==> config.mk <==
export PLATFORM = sky130hd
export DESIGN_NAME = mem_access_stage
export DESIGN_NICKNAME = d
export VERILOG_FILES = /design/src/rtl/mem_access_stage.sv
export SDC_FILE = /design/constraint.sdc
export NUM_CORES = 1
export LEC_CHECK = 0
export CORE_UTILIZATION = 39
export DETAILED_ROUTE_END_ITERATION = 6
export PLACE_DENSITY = 0.77
export SLEW_MARGIN = 20
export SYNTH_ARGS = -nofsm -noshare
export SYNTH_HDL_FRONTEND = slang
export SYNTH_SLANG_ARGS = --single-unit
==> constraint.sdc <==
create_clock -name clk -period 1.55 [get_ports clk]
set_input_delay 0.31 -clock clk [delete_from_list [all_inputs] [get_ports clk]]
set_output_delay 0.31 -clock clk [all_outputs]
set_load 0.05 [all_outputs]
==> src/rtl/mem_access_stage.sv <==
// MEM pipeline stage: data-memory access over a req/ack handshake with timeout abort.
// Optional MEM_ALIGN_CHECK_EN rejects word-misaligned memory ops and adds misalign_err.
module mem_access_stage #(
  parameter int unsigned TIMEOUT_CYCLES = 16,
  parameter int unsigned ADDR_W         = 32
) (
  input  logic              clk,
  input  logic              rst,
  input  logic              in_valid,
  input  logic [31:0]       alu_res_in,
  input  logic [31:0]       store_data_in,
  input  logic [4:0]        rd_in,
  input  logic              mem_r_in,
  input  logic              mem_w_in,
  input  logic              wb_sel_in,
  input  logic              reg_w_in,
  output logic              stall_out,
  output logic              dmem_req,
  output logic              dmem_we,
  output logic [ADDR_W-1:0] dmem_addr,
  output logic [31:0]       dmem_wdata,
  input  logic [31:0]       dmem_rdata,
  input  logic              dmem_ack,
  output logic              out_valid,
  output logic [31:0]       wb_data_out,
  output logic [4:0]        rd_out,
  output logic              reg_w_out,
  output logic              timeout_err
`ifdef MEM_ALIGN_CHECK_EN
  ,
  output logic              misalign_err
`endif
);

  localparam int unsigned CntW = (TIMEOUT_CYCLES > 1) ? $clog2(TIMEOUT_CYCLES) : 1;

  typedef enum logic [0:0] {StIdle, StAccess} state_e;

  state_e          state_q;
  logic [CntW-1:0] cnt_q;
  logic [31:0]     alu_q;
  logic [4:0]      rd_q;
  logic            reg_w_q;
  logic            use_rdata_q;
  logic            misaligned;
  logic            cnt_expired;

`ifdef MEM_ALIGN_CHECK_EN
  assign misaligned = |alu_res_in[1:0];
`else
  assign misaligned = 1'b0;
`endif

  assign cnt_expired = (cnt_q == CntW'(TIMEOUT_CYCLES - 1));

  always_ff @(posedge clk) begin
    if (rst) begin
      state_q     <= StIdle;
      cnt_q       <= '0;
      alu_q       <= '0;
      rd_q        <= '0;
      reg_w_q     <= 1'b0;
      use_rdata_q <= 1'b0;
      stall_out   <= 1'b0;
      dmem_req    <= 1'b0;
      dmem_we     <= 1'b0;
      dmem_addr   <= '0;
      dmem_wdata  <= '0;
      out_valid   <= 1'b0;
      wb_data_out <= '0;
      rd_out      <= '0;
      reg_w_out   <= 1'b0;
      timeout_err <= 1'b0;
`ifdef MEM_ALIGN_CHECK_EN
      misalign_err <= 1'b0;
`endif
    end else begin
      out_valid <= 1'b0;
      unique case (state_q)
        StIdle: begin
          if (in_valid) begin
            if ((mem_r_in || mem_w_in) && misaligned) begin
              // Rejected op retires without a write so the pipeline keeps moving.
              out_valid   <= 1'b1;
              wb_data_out <= alu_res_in;
              rd_out      <= rd_in;
              reg_w_out   <= 1'b0;
`ifdef MEM_ALIGN_CHECK_EN
              misalign_err <= 1'b1;
`endif
            end else if (mem_r_in || mem_w_in) begin
              state_q     <= StAccess;
              cnt_q       <= '0;
              alu_q       <= alu_res_in;
              rd_q        <= rd_in;
              reg_w_q     <= reg_w_in;
              // Load+store is a store: read data is never used.
              use_rdata_q <= wb_sel_in && mem_r_in && !mem_w_in;
              stall_out   <= 1'b1;
              dmem_req    <= 1'b1;
              dmem_we     <= mem_w_in;
              dmem_addr   <= alu_res_in[ADDR_W-1:0];
              dmem_wdata  <= store_data_in;
            end else begin
              out_valid   <= 1'b1;
              wb_data_out <= alu_res_in;
              rd_out      <= rd_in;
              reg_w_out   <= reg_w_in && (rd_in != 5'd0);
            end
          end
        end
        StAccess: begin
          if (dmem_ack) begin
            state_q     <= StIdle;
            stall_out   <= 1'b0;
            dmem_req    <= 1'b0;
            dmem_we     <= 1'b0;
            out_valid   <= 1'b1;
            wb_data_out <= use_rdata_q ? dmem_rdata : alu_q;
            rd_out      <= rd_q;
            reg_w_out   <= reg_w_q && (rd_q != 5'd0);
          end else if (cnt_expired) begin
            state_q     <= StIdle;
            stall_out   <= 1'b0;
            dmem_req    <= 1'b0;
            dmem_we     <= 1'b0;
            out_valid   <= 1'b1;
            wb_data_out <= alu_q;
            rd_out      <= rd_q;
            reg_w_out   <= 1'b0;
            timeout_err <= 1'b1;
          end else begin
            cnt_q <= cnt_q + 1'b1;
          end
        end
        default: state_q <= StIdle;
      endcase
    end
  end

endmodule

==> metrics, run 1 <==
Ant. Diodes=0; H-tree levels=4; wire per inst=18.2 microns; top cell type's share of synthesized area=44.7%; failing checks=setup timing; static leakage=about 3.2 nW; sequential area share after synthesis=44.7%; Placed Cells=952; share of cells above drive strength 1=27.1%; Syn Nets=706; area growth from synthesis to final layout=57.8%; RSZ-0062 raised after global routing=true; Crit-path slowest cell=or4b_4; Die ar.=0.0140 sq mm; final hold violation count=0; drt total wl=17900 microns; largest fanout on the critical path=33; vias per cell=5.81; grt ovf=0; wire length of the first global-routing pass=28200 microns; Slew Viols, Final=0; Worst-path clk slew=roughly 50 ps; max incr delay on CP=570 ps; Hold Worst Slack=roughly 220 ps; status=complete, but fails checks; All-Layer GR Usage=25.2%; count of different cell masters after synthesis=just over 40; antenna violations before repair=0; Worst EP arrival=1950 ps; Final period util=103%; DR vias=approximately 5700; skew final=6.06 ps; Finished Layout Cells=~1000; Syn Inst Count=596; CTS hold repair buffers=0; Worst Path Required=around 1900 ps; final core occ=63.0%; number of primary I/O pins=216; Worst-Margin Slew=368 ps; Root Driver=clkbuf_16; slew margin rel.=75.5%; detailed placer's ending HPWL=about 12000 microns; DIE HEIGHT=118 microns; dominant cell type by area after synthesis=dfxtp_1; Synth Warn #=0; fmax=0.627 GHz; CTS max path bufs=2; crit path capture type=flip-flop; drt pass-1 iters=5; Die X=118 microns; Mapped Area=approximately 0.0053 sq mm; core area=0.0132 sq mm; Placer Congestion=0.813; IO buf count=215; DRC viols=0; number of synthesized flops with an enable pin=0; Setup-failing EPs final=32; crit path launch=state_q$_SDFF_PP0_; nets=907; final worst setup slack=-44.5 ps; clk sink count=118; vias in the first global route=approximately 5500; largest net degree at the start of global routing=50; Startpoint Class=flip-flop; critical path class=flip-flop to flip-flop; Starting DRT DRC Count=346; # Max-Cap Violations=0; ys async rst share=0%; antenna viol nets, final=0; setup TNS=-729 ps; pwr dens=1090 mW/mm^2; FP Rows=42; Most used DFF post-synth=dfxtp_1; CTS Buf Count=17; clk_lat worst skew=410 ps; Tmin final=1590 ps; min-delay worst type=primary input to flip-flop; Avg Inst Size Synth=8.87 sq um; register bit total from synthesis=118; largest cells by area after synthesis=dfxtp_1, a21oi_1, nand3_1, o21ai_0, a311o_1; launching point of the worst reg2reg path=state_q$_SDFF_PP0_; Starting Density=39.9%; hold path startpoint=rst; VDD IR-drop max=0.603 mV; TritonCTS clock tree=yes; critical path, cell by cell=or4b_4 -> a31oi_4 -> buf_12 -> a32o_1
## repair_timing
item | in CTS | in global routing
buffers inserted | 0 | 1
cloned | 0 | 1
resized for setup | 1 | 8
pin swaps | 0 | 2
setup endpoints to repair | 32 | 38
## cell families (layout without fill, tap and decap cells)
logic type               count (synthesis)  in the layout  share of synthesized area [%]
AND/OR/NAND/NOR                        133            133                           14.0
AO/OA/AOI/OAI                          266            266                           34.3
flip-flops                             118            118                           44.7
adder cells (fa/ha/maj)                  1              1                          0.237
multiplexers                             5              5                          0.947
buffers and inverters                   73            285                           5.84
## placed cells by master, fill, tap and decap left out, drive strengths merged
cell type | netlist | layout
a21boi | 32 | 32
inv | 3 | 3
nand4 | 1 | 1
o221ai | 3 | 3
a221oi | 5 | 5
or4b | 1 | 1
o21ai | 73 | 73
or4 | 2 | 2
ha | 1 | 1
a32o | 32 | 32
a32oi | 1 | 1
nand3 | 73 | 73
dlymetal6s2s | 0 | 2
a21o | 1 | 1
a311o | 32 | 32
a22oi | 1 | 1
o211ai | 1 | 1
a311oi | 1 | 1
or2 | 33 | 33
nand2b | 2 | 2
dfxtp | 118 | 118
nand4b | 1 | 1
or3 | 3 | 3
o31ai | 2 | 2
nor4b | 1 | 1
a211oi | 2 | 2
a31oi | 2 | 2
clkdlybuf4s50 | 0 | 103
a21oi | 77 | 77
mux2i | 5 | 5
nand2 | 3 | 3
a31o | 1 | 1
dlygate4sd2 | 0 | 1
nor2 | 9 | 9
clkinv | 0 | 3
and3 | 2 | 2
clkbuf | 49 | 28
buf | 21 | 145
nor2b | 2 | 2
## power breakdown
part	switching (mW)	internal [mW]	leakage [nW]
Clock	1.29	2.31	0.275
Combinational	1.24	0.900	2.00
Sequential	0.132	3.22	0.966
Total	2.67	6.44	3.24
## metrics by stage
| stage | setup slack, ps | total power, mW | area, sq um |
|---|---|---|---|
| after floorplan | 26.8 | 4.59 | 5310 |
| after global placement | -421 | 5.47 | 7740 |
| after detailed placement | -471 | 5.53 | 7740 |
| after CTS | -39.5 | 9.12 | 8280 |
| after global routing | -81.8 | 9.42 | 8350 |
| final | -44.5 | 9.10 | 8350 |
## cell type report
class / instances / area (sq um)
repair buffers: 252 / 2550
multi-input cells: 405 / 2650
clock inverters: 3 / 15.0
flip-flops and latches: 118 / 2360
fillers: 1097 / 4900
inverters: 3 / 11.3
clock buffers: 27 / 533
well taps: 176 / 220
## routing by layer
metal	global-route usage (%)	vias to the layer above	wire length, microns
met5	0	-	0
met4	10.2	0	414
met3	5.50	37	1180
met2	43.2	228	9000
met1	30.4	2788	7300
li1	-	2667	-
## state kept, by name, indices dropped and copies added (netlist names)
signal	flops
alu_q	32
rd_out	5
wb_data_out	32
use_rdata_q	1
reg_w_q	1
cnt_q	4
out_valid	1
rd_q	5
dmem_wdata	32
timeout_err	1
reg_w_out	1
dmem_we	1
state_q	1
dmem_req	1
## cells in the mapped netlist (2+ instances only)
cell type and n:
inv_1 2, o221ai_1 3, nand2b_1 2, dfxtp_1 118, or4_1 2, nand3_1 73, a311o_1 32, a21boi_0 32
nor2_1 9, nor2b_1 2, buf_6 3, clkbuf_1 49, mux2i_1 5, a221oi_1 5, a32o_1 32, or2_2 33
o21ai_0 73, and3_1 2, or3_1 3, buf_2 7, nand2_1 3, buf_1 10, o31ai_1 2, a21oi_1 77
## critical path: cells and delay by family (launching register included)
family | cells | cell delay, ps
AND/OR/NAND/NOR | 1 | 570
buffers and inverters | 1 | 210
AO/OA/AOI/OAI | 2 | 410
flip-flops | 1 | 330
## path summary, 6_finish.rpt
check / end / slack, ps / cells after the start
max: wb_data_out[19]$_SDFFE_PP0P_ / -40 / 4
min: dmem_req$_SDFFE_PP0P_ / 220 / 2
max reg2reg: wb_data_out[19]$_SDFFE_PP0P_ / -40 / 4
min reg2reg: wb_data_out[2]$_SDFFE_PP0P_ / 470 / 1
(Power assumes the default switching activity.)
==> run 2, diff against run 1 <==
- ABC_AREA: default -> 1
==> run 2 against run 1 <==
Compared with the run above: the run now ends clean; sequential cell count did not move; fmax up 13%; register-to-register slack better by 180 ps; hold slack gained 220 ps; clock skew about the same; cell area up 2.8%; first-iteration DRC count grew 32%; combinational power increased by 25%; wire length fell by 7.9%; sequential power increased by 3%; via count increased by 0.10%; setup slack gained 180 ps; critical path type unchanged.
==> metrics, run 2 <==
status=complete, no violations; CTS max path bufs=2; Crit path max-delay family=simple AND/OR/NAND/NOR gates; ys async rst share=0%; Hold Path Cell Cnt=2; wire per inst=13.8 microns; drt pass-1 iters=4; Top Layer Used=met4; antenna violations before repair=0; biggest registers after layout=alu_q: 32 flops, dmem_wdata: 32 flops, wb_data_out: 32 flops; Seq. cell area=0.00237 sq mm; crit path capture type=flip-flop; detailed placer's ending HPWL=~11000 microns; Worst Path Required=about 1900 ps; final core occ=66.9%; CTS hold repair buffers=0; H-tree levels=4; met2 wire len=7890 microns; Hold Worst Slack=439 ps; top-count cell post-synth=nand2_1; Crit path top cell by count=nor2_1; core area=0.0128 sq mm; Most used DFF post-synth=dfxtp_1; largest cells by area after synthesis=dfxtp_1, nand2_1, nor2_1, o21ai_0, inv_1; antenna viol nets, final=0; Final period util=slightly above 90%; worst reg2reg path endpoint=wb_data_out[17]$_SDFFE_PP0P_; nets=~1100; Psw=around 3.1 mW; static leakage=3.99 nW; max incr delay on CP=360 ps; Placer Congestion=0.868; Starting DRT DRC Count=457; VDD IR-drop max=approximately 0.80 mV; switching part of the total power=just over 30%; Slew Viols, Final=0; critical path, cell by cell=ha_4 -> nand3_2 -> nand2_2 -> nand3_4 -> clkbuf_16 -> nor2_1 -> nor2_1; Flop pwr share=33.9%; min-delay worst type=flip-flop to flip-flop; IO buf count=215; Syn Inst Count=just under 800; Worst-path clk slew=50 ps; DR WL met3=~1100 microns; Starting Density=40.6%; Multi-input gate area=0.00233 sq mm; clk sink count=118; largest fanout on the critical path=15; final hold violation count=0; register bit total from synthesis=118; DRC viols=0; Die ar.=roughly 0.014 sq mm; CTS Buf Count=17; fmax=0.709 GHz; drt total wl=between 15000 and 20000 microns; pwr dens=1190 mW/mm^2; commonest non-fill, non-tap cell in the layout=nand2_1; Post-CTS Setup Bufs=0; wl on met1=7210 microns; hold path startpoint=reg_w_q$_SDFFE_PP0P_; worst path bufs/invs=1; critical path class=flip-flop to flip-flop; R2R Setup Slk=between 100 and 150 ps; WHS Endpoint=reg_w_q$_SDFFE_PP0P_; Avg Inst Size Synth=6.58 sq um; Setup-failing EPs final=0; number of primary I/O pins=216; Post-CTS Resized=0; Ant. Diodes=0; largest net degree at the start of global routing=61; crit path launch=cnt_q[1]$_SDFFE_PP0P_; wire length of the first global-routing pass=26200 microns; Root Driver=clkbuf_16; All-Layer GR Usage=23.8%; Mapped Area=0.00521 sq mm; number of synthesized flops with an enable pin=0; Worst-Margin Slew=396 ps; area growth from synthesis to final layout=64.7%; top cell type's share of synthesized area=45.4%; Worst EP arrival=1720 ps; Syn Nets=901; top post-synthesis cells by count=nand2_1, nor2_1, dfxtp_1, o21ai_0, inv_1; vias in the first global route=between 5000 and 6000; # Max-Cap Violations=0; # fillers=1102; Tmin final=1410 ps; vias per cell=4.81; Clock power frac=40.0%; Int Pwr=7.09 mW; share of cells above drive strength 1=18.1%; most frequent cells in the layout=nand2_1, nor2_1, dfxtp_1; RSZ-0062 raised after global routing=false; DR vias=5726; Synth Warn #=0; Crit-path slowest cell=dfxtp_2; Die X=approximately 120 microns; slew margin rel.=73.6%; launching point of the worst reg2reg path=cnt_q[1]$_SDFFE_PP0P_; FP Rows=slightly above 40; clk_lat worst skew=about 420 ps; skew final=5.78 ps; dominant cell type by area after synthesis=dfxtp_1; logic gate share of total power=26.1%; TritonCTS clock tree=yes; DIE HEIGHT=118 microns; grt ovf=0; Startpoint Class=flip-flop; reg2reg path depth=7; count of different cell masters after synthesis=20; sequential area share after synthesis=45.4%
run 2: cell families after synthesis:
group	after synthesis	share of synthesized area, %
DFF	118	45.4
buffers and inverters	131	10.5
and+or+nand+nor	387	29.1
AOI/OAI and AO/OA	154	14.8
adders and majority gates	1	0.240
run 2: routing by layer:
layer / GRT usage, % / vias up
li1: - / 2888
met1: 28.2 / 2586
met2: 39.9 / 229
met3: 7.75 / 23
met5: 0 / -
met4: 9.21 / 0
run 2: cell type report:
cell class / instances / share of cell area [%]
Clock buffer: 22 / 5.30
Timing Repair Buffer: 248 / 32.2
Tap cell: 172 / 2.51
Inverter: 79 / 3.46
Multi-Input combinational cell: 542 / 27.2
Sequential cell: 118 / 27.6
Clock inverter: 10 / 1.78
run 2: worst max-delay path by stage:
stage	depth (start not counted)	slack (ps)	to
after floorplan	7	250	rd_out[3]$_SDFFE_PP0P_
after global placement	8	-120	wb_data_out[5]$_SDFFE_PP0P_
after detailed placement	8	-170	wb_data_out[27]$_SDFFE_PP0P_
after CTS	8	60	wb_data_out[17]$_SDFFE_PP0P_
after global routing	8	30	wb_data_out[8]$_SDFFE_PP0P_
final	7	140	wb_data_out[17]$_SDFFE_PP0P_
run 2: power by group through the flow:
stage	combinational, mW	sequential, mW	clock [mW]
floorplan	0.736	4.26	0
global placement	2.61	3.52	0
detailed placement	2.63	3.52	0
CTS	2.64	3.46	4.14
global route	2.85	3.50	4.29
finish	2.67	3.47	4.10
run 2: worst min-delay path: cells and delay by family, from the launching register on:
family	cells	cell delay [ps]
AO/OA/AOI/OAI	1	50
buffers and inverters	1	40
flip-flops	1	300
run 2: per-stage QoR:
stage	instance area, sq um	setup WS, ps	TNS, ps	std cells	total power [mW]
after global placement	7890	-122	-8800	1157	6.12
after detailed placement	7890	-169	-12800	1157	6.15
final	8580	139	0	1191	10.2
after floorplan	5210	248	0	791	4.99
after CTS	8500	61.4	0	1189	10.2
after global routing	8580	31.4	0	1191	10.6
==> run 3, diff against run 2 <==
- CORE_UTILIZATION: 39 -> 43
- PLACE_DENSITY: 0.77 -> 0.8
- clock period: 1.55 -> 1.6 ns (I/O delays scaled with it)
==> run 3 against run 2 <==
Compared with the run above: the run now ends with DRC left; fmax down 1.5%; register-to-register slack better by 30 ps; critical path depth unchanged; combinational power down 11%; clock power down 3%; sequential cell count unchanged; cell area down 6.2%; die area down 9.1%; non-clock buffer count down 1; wire length down 6.4%; largest cell class is now flip-flops and latches; largest power group unchanged.
==> metrics, run 3 (same netlist as run 2, synthesis figures left out) <==
Die X=112 microns; logic gate share of total power=24.7%; Hold Worst Slack=450 ps; Worst-path clk slew=50 ps; Tot Pwr=9.67 mW; Die ar.=0.0126 sq mm; pwr dens=1200 mW/mm^2; WHS Endpoint=reg_w_q$_SDFFE_PP0P_; CTS hold repair buffers=0; Post-CTS Setup Bufs=0; worst reg2reg path endpoint=cnt_q[2]$_SDFFE_PP0P_; DR vias=between 5000 and 6000; status=complete, but fails checks; fmax=around 0.70 GHz; Flop pwr share=between 30% and 40%; Starting Density=44.8%; RSZ-0062 raised after global routing=false; crit path capture type=flip-flop; share of cells above drive strength 1=17.3%; antenna violations before repair=0; drt total wl=between 15000 and 20000 microns; antenna viol nets, final=0; Placer Congestion=0.818; TritonCTS clock tree=yes; Setup-failing EPs final=0; Worst-Margin Slew=396 ps; R2R Setup Slk=around 170 ps; largest fanout on the critical path=6; Hold Path Cell Cnt=2; nets=between 1000 and 1500; # Max-Cap Violations=0; grt ovf=0; detailed placer's ending HPWL=about 11000 microns; Post-CTS Resized=0; switching part of the total power=between 30% and 40%; wire length of the first global-routing pass=25000 microns; Psw=2.94 mW; failing checks=DRC; core area=0.0116 sq mm; # fillers=1014; CTS Buf Count=17; DIE HEIGHT=approximately 110 microns; Worst Path Required=1900 ps; vias in the first global route=~5200; Slew Viols, Final=0; area growth from synthesis to final layout=54.6%; static leakage=~3.9 nW; slew margin rel.=73.6%; largest net degree at the start of global routing=50; most frequent cells in the layout=nand2_1, nor2_1, buf_4; Root Driver=clkbuf_16; critical path class=flip-flop to flip-flop; Startpoint Class=flip-flop; Ant. Diodes=0; min-delay worst type=flip-flop to flip-flop; drt pass-1 iters=7; Final period util=89.5%; vias per cell=between 4 and 5; clk_lat worst skew=410 ps; commonest non-fill, non-tap cell in the layout=nand2_1; skew final=6.70 ps; Clock power frac=41.0%; CTS max path bufs=2; number of primary I/O pins=216; H-tree levels=4; FP Rows=39; Final Instance Area=approximately 0.008 sq mm; Starting DRT DRC Count=between 400 and 500; DRC viols=19; Worst EP arrival=1730 ps; launching point of the worst reg2reg path=cnt_q[0]$_SDFFE_PP0P_; reg2reg path depth=7; clk sink count=around 120; VDD IR-drop max=0.769 mV; Int Pwr=6.73 mW; IO buf count=between 200 and 250; All-Layer GR Usage=25.1%; biggest registers after layout=alu_q: 32 flops, dmem_wdata: 32 flops, wb_data_out: 32 flops; hold path startpoint=reg_w_q$_SDFFE_PP0P_; wire per inst=13.3 microns; Cell Area, Placed=0.00743 sq mm; final hold violation count=0; Tmin final=approximately 1400 ps
## run 3: cell count changes in the layout (fill, tap and decap cells not counted), moves of 2 or more
cell,delta
buf_4,+36
nor2_1,+2
dfxtp_2,-2
nor2_2,-2
clkbuf_16,-2
buf_12,-34
dfxtp_1,+2
clkinv_2,-2
## run 3: cell type report
cell class              count  area (sq um)  area share [%]
flip-flops and latches    118          2360            29.4
multi-input cells         542          2310            28.7
repair buffers            247          2290            28.4
clock buffers              22           464            5.77
inverters                  79           297            3.68
well taps                 143           179            2.22
clock inverters             9           150            1.87
## run 3: routing by layer
layer | global-route usage [%] | vias up | wire (microns) | share of wire [%]
li1 | - | 2883 | - | -
met1 | 31.1 | 2464 | 6670 | 43
met2 | 41.4 | 216 | 7160 | 46
met3 | 7.72 | 22 | 1370 | 8.9
met4 | 8.98 | 0 | 225 | 1.5
met5 | 0 | - | 0 | 0
## run 3: critical path, stage by stage, from the launching register on
cell	delay, ps
dfxtp_1	360
ha_1	230
nand3_1	120
nand2_1	130
buf_4	130
nand2_1	130
a21oi_1	170
nor2_1	60
## run 3: per-stage QoR
step / setup slack [ps] / std cells / utilization, % / setup TNS [ps]
final: 168 / 1160 / 69.3 / 0
after CTS: 173 / 1160 / 69.3 / 0
after detailed placement: -109 / 1129 / 64.0 / -6950
after global routing: 41.2 / 1160 / 69.3 / 0
after global placement: -98.3 / 1129 / 64.0 / -5870
after floorplan: 298 / 791 / - / 0
## run 3: power groups by stage
stage / clock (mW) / combinational [mW] / sequential (mW)
2_1_floorplan: 0 / 0.713 / 4.12
3_3_place_gp: 0 / 2.36 / 3.37
3_5_place_dp: 0 / 2.38 / 3.37
4_1_cts: 4.02 / 2.39 / 3.32
5_1_grt: 4.17 / 2.56 / 3.34
6_report: 3.97 / 2.38 / 3.32
## run 3: worst max-delay path by stage
stage / start / endpoint
global route: cnt_q[0]$_SDFFE_PP0P_ / cnt_q[3]$_SDFFE_PP0P_
CTS: cnt_q[0]$_SDFFE_PP0P_ / cnt_q[3]$_SDFFE_PP0P_
finish: cnt_q[0]$_SDFFE_PP0P_ / cnt_q[2]$_SDFFE_PP0P_
detailed placement: mem_r_in / wb_data_out[13]$_SDFFE_PP0P_
global placement: in_valid / rd_q[4]$_SDFFE_PP0P_
floorplan: cnt_q[0]$_SDFFE_PP0P_ / rd_out[3]$_SDFFE_PP0P_
